File: src/rtl/mod_n_updown_counter.sv
// Modulo-N up/down counter with prescaler tick, parallel load, clear, wrap/saturate and terminal-count pulse.
// Q and LED update on the CLK edge where a clear, load or qualified tick occurs; TICK and TC are combinational.
module mod_n_updown_counter #(
  parameter int WIDTH    = 4,
  parameter int MODULUS  = 16,
  parameter int PRESCALE = 100000000
) (
  input  logic               CLK,
  input  logic               rst,
  input  logic               CLR,
  input  logic               EN,
  input  logic               DIR,
  input  logic               MODE,
  input  logic               PE,
  input  logic [WIDTH-1:0]   D,
  output logic [WIDTH-1:0]   Q,
  output logic [MODULUS-1:0] LED,
  output logic               TICK,
  output logic               TC
);

  localparam int                PW      = (PRESCALE > 1) ? $clog2(PRESCALE) : 1;
  localparam logic [PW-1:0]     PC_MAX  = PW'(PRESCALE - 1);
  localparam logic [WIDTH-1:0]  Q_MAX   = WIDTH'(MODULUS - 1);
  localparam logic [WIDTH:0]    MOD_EXT = (WIDTH + 1)'(MODULUS);

  logic [PW-1:0]    pc;
  logic [WIDTH-1:0] q_n;
  logic             at_term;

  // Gated by rst so a reset holds TICK low even when PRESCALE is 1.
  assign TICK    = ~rst & (pc == PC_MAX);
  assign at_term = DIR ? (Q == Q_MAX) : (Q == '0);
  assign TC      = TICK & EN & ~CLR & ~PE & at_term;

  always_comb begin
    q_n = Q;
    if (CLR) begin
      q_n = '0;
    end else if (PE) begin
      q_n = ({1'b0, D} >= MOD_EXT) ? Q_MAX : D;
    end else if (TICK & EN) begin
      if (DIR) begin
        q_n = (Q != Q_MAX) ? Q + 1'b1 : (MODE ? Q : '0);
      end else begin
        q_n = (Q != '0) ? Q - 1'b1 : (MODE ? Q : Q_MAX);
      end
    end
  end

  always_ff @(posedge CLK or posedge rst) begin
    if (rst) begin
      Q   <= '0;
      LED <= MODULUS'(1);
      pc  <= '0;
    end else begin
      Q   <= q_n;
      LED <= MODULUS'(1) << q_n;
      pc  <= (CLR || pc == PC_MAX) ? '0 : pc + 1'b1;
    end
  end

endmodule

File: config.mk
export PLATFORM = sky130hd
export DESIGN_NAME = mod_n_updown_counter
export DESIGN_NICKNAME = d
export VERILOG_FILES = /design/src/rtl/mod_n_updown_counter.sv
export SDC_FILE = /design/constraint.sdc
export NUM_CORES = 1
export LEC_CHECK = 0
export CAP_MARGIN = 20
export CORE_UTILIZATION = 50
export DETAILED_ROUTE_END_ITERATION = 10
export PLACE_DENSITY_LB_ADDON = 0.25
export SLEW_MARGIN = 15
export SYNTH_ARGS = -nofsm -noshare
export SYNTH_HDL_FRONTEND = slang
export SYNTH_SLANG_ARGS = --single-unit
File: constraint.sdc
create_clock -name CLK -period 3.95 [get_ports CLK]
set_input_delay 0.79 -clock CLK [delete_from_list [all_inputs] [get_ports CLK]]
set_output_delay 0.79 -clock CLK [all_outputs]
set_load 0.05 [all_outputs]
# After elaboration in Yosys (flattened, before gate mapping)
# Index checks and enable logic that the tools add are counted.
[word_totals]
regBits = 47
latch_bits = 0
mem_bits_rw = 0
mem_bits_ro = 0
in_bits = 11
out_inout_bits = 22
word_cells = 31
memories = 0
[op_classes]
add_sub_neg = 3
multipliers = 0
n_div = 0
n_lt_le_gt_ge = 0
n_eq_ne = 3
n_shift = 1
mux = 10
bitwise = 8
n_reduce_logical = 3
[op_table]
columns = ["op", "count"]
rows = [
  ["$mux W4", 8],
  ["$add A27 B1 Y27 const B", 1],
  ["$eq A27 B27 Y1 const B", 1],
  ["$mux W27", 1],
  ["$shl A1 B4 Y16 const A", 1],
  ["$and A1 B1 Y1", 5],
  ["$add A4 B1 Y4 const B", 1],
  ["$eq A4 B4 Y1 const B", 1],
  ["$logic_not A4 Y1", 1],
  ["$ne A4 B4 Y1 const B", 1],
  ["$reduce_bool A4 Y1", 1],
  ["$sub A4 B1 Y4 const B", 1],
  ["$not A1 Y1", 3],
  ["$logic_or A1 B1 Y1", 1],
  ["$mux W1", 1],
]

# Depth between registers and ports, before layout
[logic_depth]
ltp_word = 7
depth_mapped = 10
mapped_depth_nobuf = 9

# Worst setup path after synthesis
# OpenSTA, ideal clock, no wires.
[synth_path]
kind = "reg2out"
startpoint = "register pc[0]"
endpoint = "output port TC"
t_arrival_ns = 3.024
required_time_ns = 3.160
path_slack_ns = 0.136
path_stages_with_launch = 6
n_path_buf = 0
path_cell_list = "dfrtp_1 -> ha_1 -> nand3_1 -> or3_4 -> nor3_4 -> nor4b_1"
[synth_between]
elab_chain_len = 6
[synth_rtl]
columns = ["element", "line_no", "source"]
rows = [
  ["from (decl)", "27", "logic [PW-1:0] pc;"],
  ["from (signal assigned)", "59", "pc <= (CLR || pc == PC_MAX) ? '0 : pc + 1'b1;"],
  ["$eq A27 B27 Y1", "32", "assign TICK = ~rst & (pc == PC_MAX);"],
  ["$and A1 B1 Y1", "32", ""],
  ["$and A1 B1 Y1 (4 in series)", "34", "assign TC = TICK & EN & ~CLR & ~PE & at_term;"],
  ["to (decl)", "19", "output logic TC"],
]
# No other way between the ends.

# Worst setup path after layout
[layout_path]
startpoint = "register pc[0]"
endpoint = "output port TICK"
[layout_between]
elab_chain_len = 2
[layout_rtl]
columns = ["element", "line_no", "source"]
rows = [
  ["$eq A27 B27 Y1", "32", ""],
  ["$and A1 B1 Y1", "32", ""],
  ["to (decl)", "18", "output logic TICK,"],
]
# No other way between the ends.

==> flow_summary.json <==
{
  "dp_hpwl_mm": 3.54,
  "r2r_slack_ns": 1.22,
  "path_buf_inv": 1,
  "cts.sinks": 47,
  "r2r_start": "Q[1]",
  "synth.most_common_cell": "dfrtp_1",
  "first_pass_iters": 4,
  "cts-htree-levels": 2,
  "top_layer": "met4",
  "insertedDiodeCount": 0,
  "leakage_nw": 1.21,
  "outcome": "finished, final reports clean",
  "seq_area_frac_synth_pct": 48.2,
  "finalPower_mw": 0.914,
  "die_y_um": 71.9,
  "finalClockSkew_ns": 0.00803,
  "drtIter0Drc": 112,
  "finalSetupTns_ns": 0,
  "crit_fanout": 6,
  "fin_crit_sh_pct": 89.2,
  "rsz0062_at_grt": "false",
  "cp.required_ns": 3.16,
  "fmax_mhz": 284,
  "hold_buffers": 0,
  "die_area_um2": 5170,
  "post-place-cells": 332,
  "arrival_ns": 2.73,
  "wl_met2_mm": 2.43,
  "hold_viol": 0,
  "clk_path_buf_depth": 2,
  "antenna_found_initial": 0,
  "final_area_um2": 2910,
  "whs_path_depth": 1,
  "drive_gt1_share_pct": 12.1,
  "core_um2": 4720,
  "yosysUniqueCellTypes": 54,
  "core.rowCount": 25,
  "slowest_stage": "clkdlybuf4s50_1",
  "hold_path_class": "register to register",
  "gr-total-overflow": 0,
  "end_kind": "primary output",
  "numPortBuffers": 32,
  "met1Wirelength_mm": 2.25,
  "yosysWarnings": 0,
  "setup_violations": 0,
  "avgSynthCellArea_um2": 10.2,
  "reg2reg_to": "LED[0]",
  "clk_latency_ns": 0.30,
  "finalNonFillerCells": 340,
  "cts.root.buffer_cell": "clkbuf_8",
  "synthTopCellsByArea": "dfrtp_1 (47%), xor2_1 (6.1%), nor2_1 (5.4%), nor3_2 (4.1%), xnor2_1 (2.9%)",
  "max_cap_viol_count": 0,
  "drtAntennaViolNets": 0,
  "globalplace.congestion": 0.768,
  "grt_pass1_wl_mm": 8.20,
  "fin_crit_ns": 3.52,
  "setup_ws_ns": 0.426,
  "placed_area_um2": 2820,
  "start_util_pct": 51.8,
  "fin_nets": 286,
  "yosysTopAreaCell": "dfrtp_1",
  "first_global_vias": 1687,
  "syn_to_final_growth_pct": 18.9,
  "critPathKind": "register to primary output",
  "pwr_density_cell_nw_per_um2": 315,
  "synth_ff_type": "dfrtp_1",
  "synthesis.area_um2": 2440,
  "worst_slew_pin_slew_ns": 0.987,
  "place_ws_ns": 0.712,
  "r2r_cells": 8,
  "max-slew-margin-rel_pct": 34.2,
  "slowest_delay_ns": 0.80,
  "async_flop_share_pct": 100,
  "synthTopCellsByCount": "dfrtp_1 (46), nor2_1 (35), xor2_1 (17)",
  "clk_pin_slew_worst_paths_ns": 0.08,
  "synth_edf_count": 0,
  "die_w_um": 71.9,
  "cts_buffers": 5,
  "whs_endpoint": "pc[0]",
  "wl_met3_um": 181,
  "path_delay_family": "simple AND/OR/NAND/NOR gates",
  "cts_resized": 0,
  "netlist.area_leader.share_pct": 47.1,
  "routed_via_density": 5.47,
  "routed_wl_mm": 4.90,
  "synthCells": 240,
  "fillers": 403,
  "grt_max_degree": 38,
  "worstHoldStart": "pc[0]",
  "ys_seq_elements": 47,
  "ir_drop_mv": 0.202,
  "crit_path_cell_trace": "ha_1 > nand3_1 > or3_4 > or2_1 > nor2_1 > clkdlybuf4s50_1",
  "drv_slew": 0,
  "syn_nets": 254,
  "wl_per_cell_um": 14.4,
  "cp-start-kind": "register",
  "cts_tree": "done",
  "drcViolationCount": 0,
  "dr_total_vias": 1859,
  "post_cts_buffers": 0,
  "grtUsageTotal_pct": 20.7,
  "ios": 33
}
-- through the flow --
| stage | hold WS, ns | utilization [%] |
|---|---|---|
| global placement | 0.467 | 59.7 |
| floorplan | 0.448 | - |
| detailed placement | 0.474 | 59.7 |
| global route | 0.519 | 61.5 |
| CTS | 0.487 | 61.5 |
| finish | 0.483 | 61.5 |
-- cells by family after synthesis --
logic type | Yosys count | share of synthesized area, %
and+or+nand+nor | 119 | 29.5
muxes | 3 | 1.74
AOI/OAI and AO/OA | 23 | 6.65
DFF | 47 | 48.2
xor gates and xnor gates | 25 | 8.96
adders and majority gates | 3 | 1.54
buffers and inverters | 20 | 3.43
-- worst max-delay path by stage --
stage	start	to	slack, ns	cells after the start
3_5_place_dp	MODE	LED[0]	0.71	8
2_1_floorplan	pc[0]	TC	0.14	5
6_report	pc[0]	TICK	0.43	6
4_1_cts	pc[0]	TICK	0.40	6
3_3_place_gp	pc[0]	TICK	0.74	6
5_1_grt	pc[0]	TICK	0.24	6
-- layout make-up --
cell class                 instances  area [um2]  share of cell area [%]
multi-input combinational        173        1180                    40.7
inverter                          12        47.5                    1.64
sequential                        47        1180                    40.5
timing repair buffer              33         325                    11.2
tap                               67        83.8                    2.88
clock inverter                     3        20.0                   0.689
clock buffer                       5        68.8                    2.37
-- flip-flops by register name, summed over array words and instances, names as in the netlist --
signal	flops
Q	4
LED	16
pc	27
-- where the power goes --
| part | switching (mW) | internal, mW | total, mW |
|---|---|---|---|
| logic | 0.0850 | 0.0461 | 0.131 |
| registers | 0.0105 | 0.492 | 0.502 |
| clock network | 0.158 | 0.123 | 0.281 |
| total | 0.254 | 0.661 | 0.914 |
-- routing by layer --
metal,up-vias,global-route usage [%]
li1,904,-
met1,921,29.4
met2,30,32.8
met3,4,4.03
met4,0,5.88
met5,-,0
-- cells in the final DEF, fill, tap and decap left out, types with 6 or more instances in the layout --
master,count
xor2_1,17
nor3_2,10
clkdlybuf4s50_1,31
nor3_1,9
nand2_1,13
inv_1,9
nand3_1,10
a21oi_1,6
nor2_1,35
xnor2_1,8
nand4_1,8
dfrtp_1,46
No activity file was read; power rests on OpenSTA's default activity.
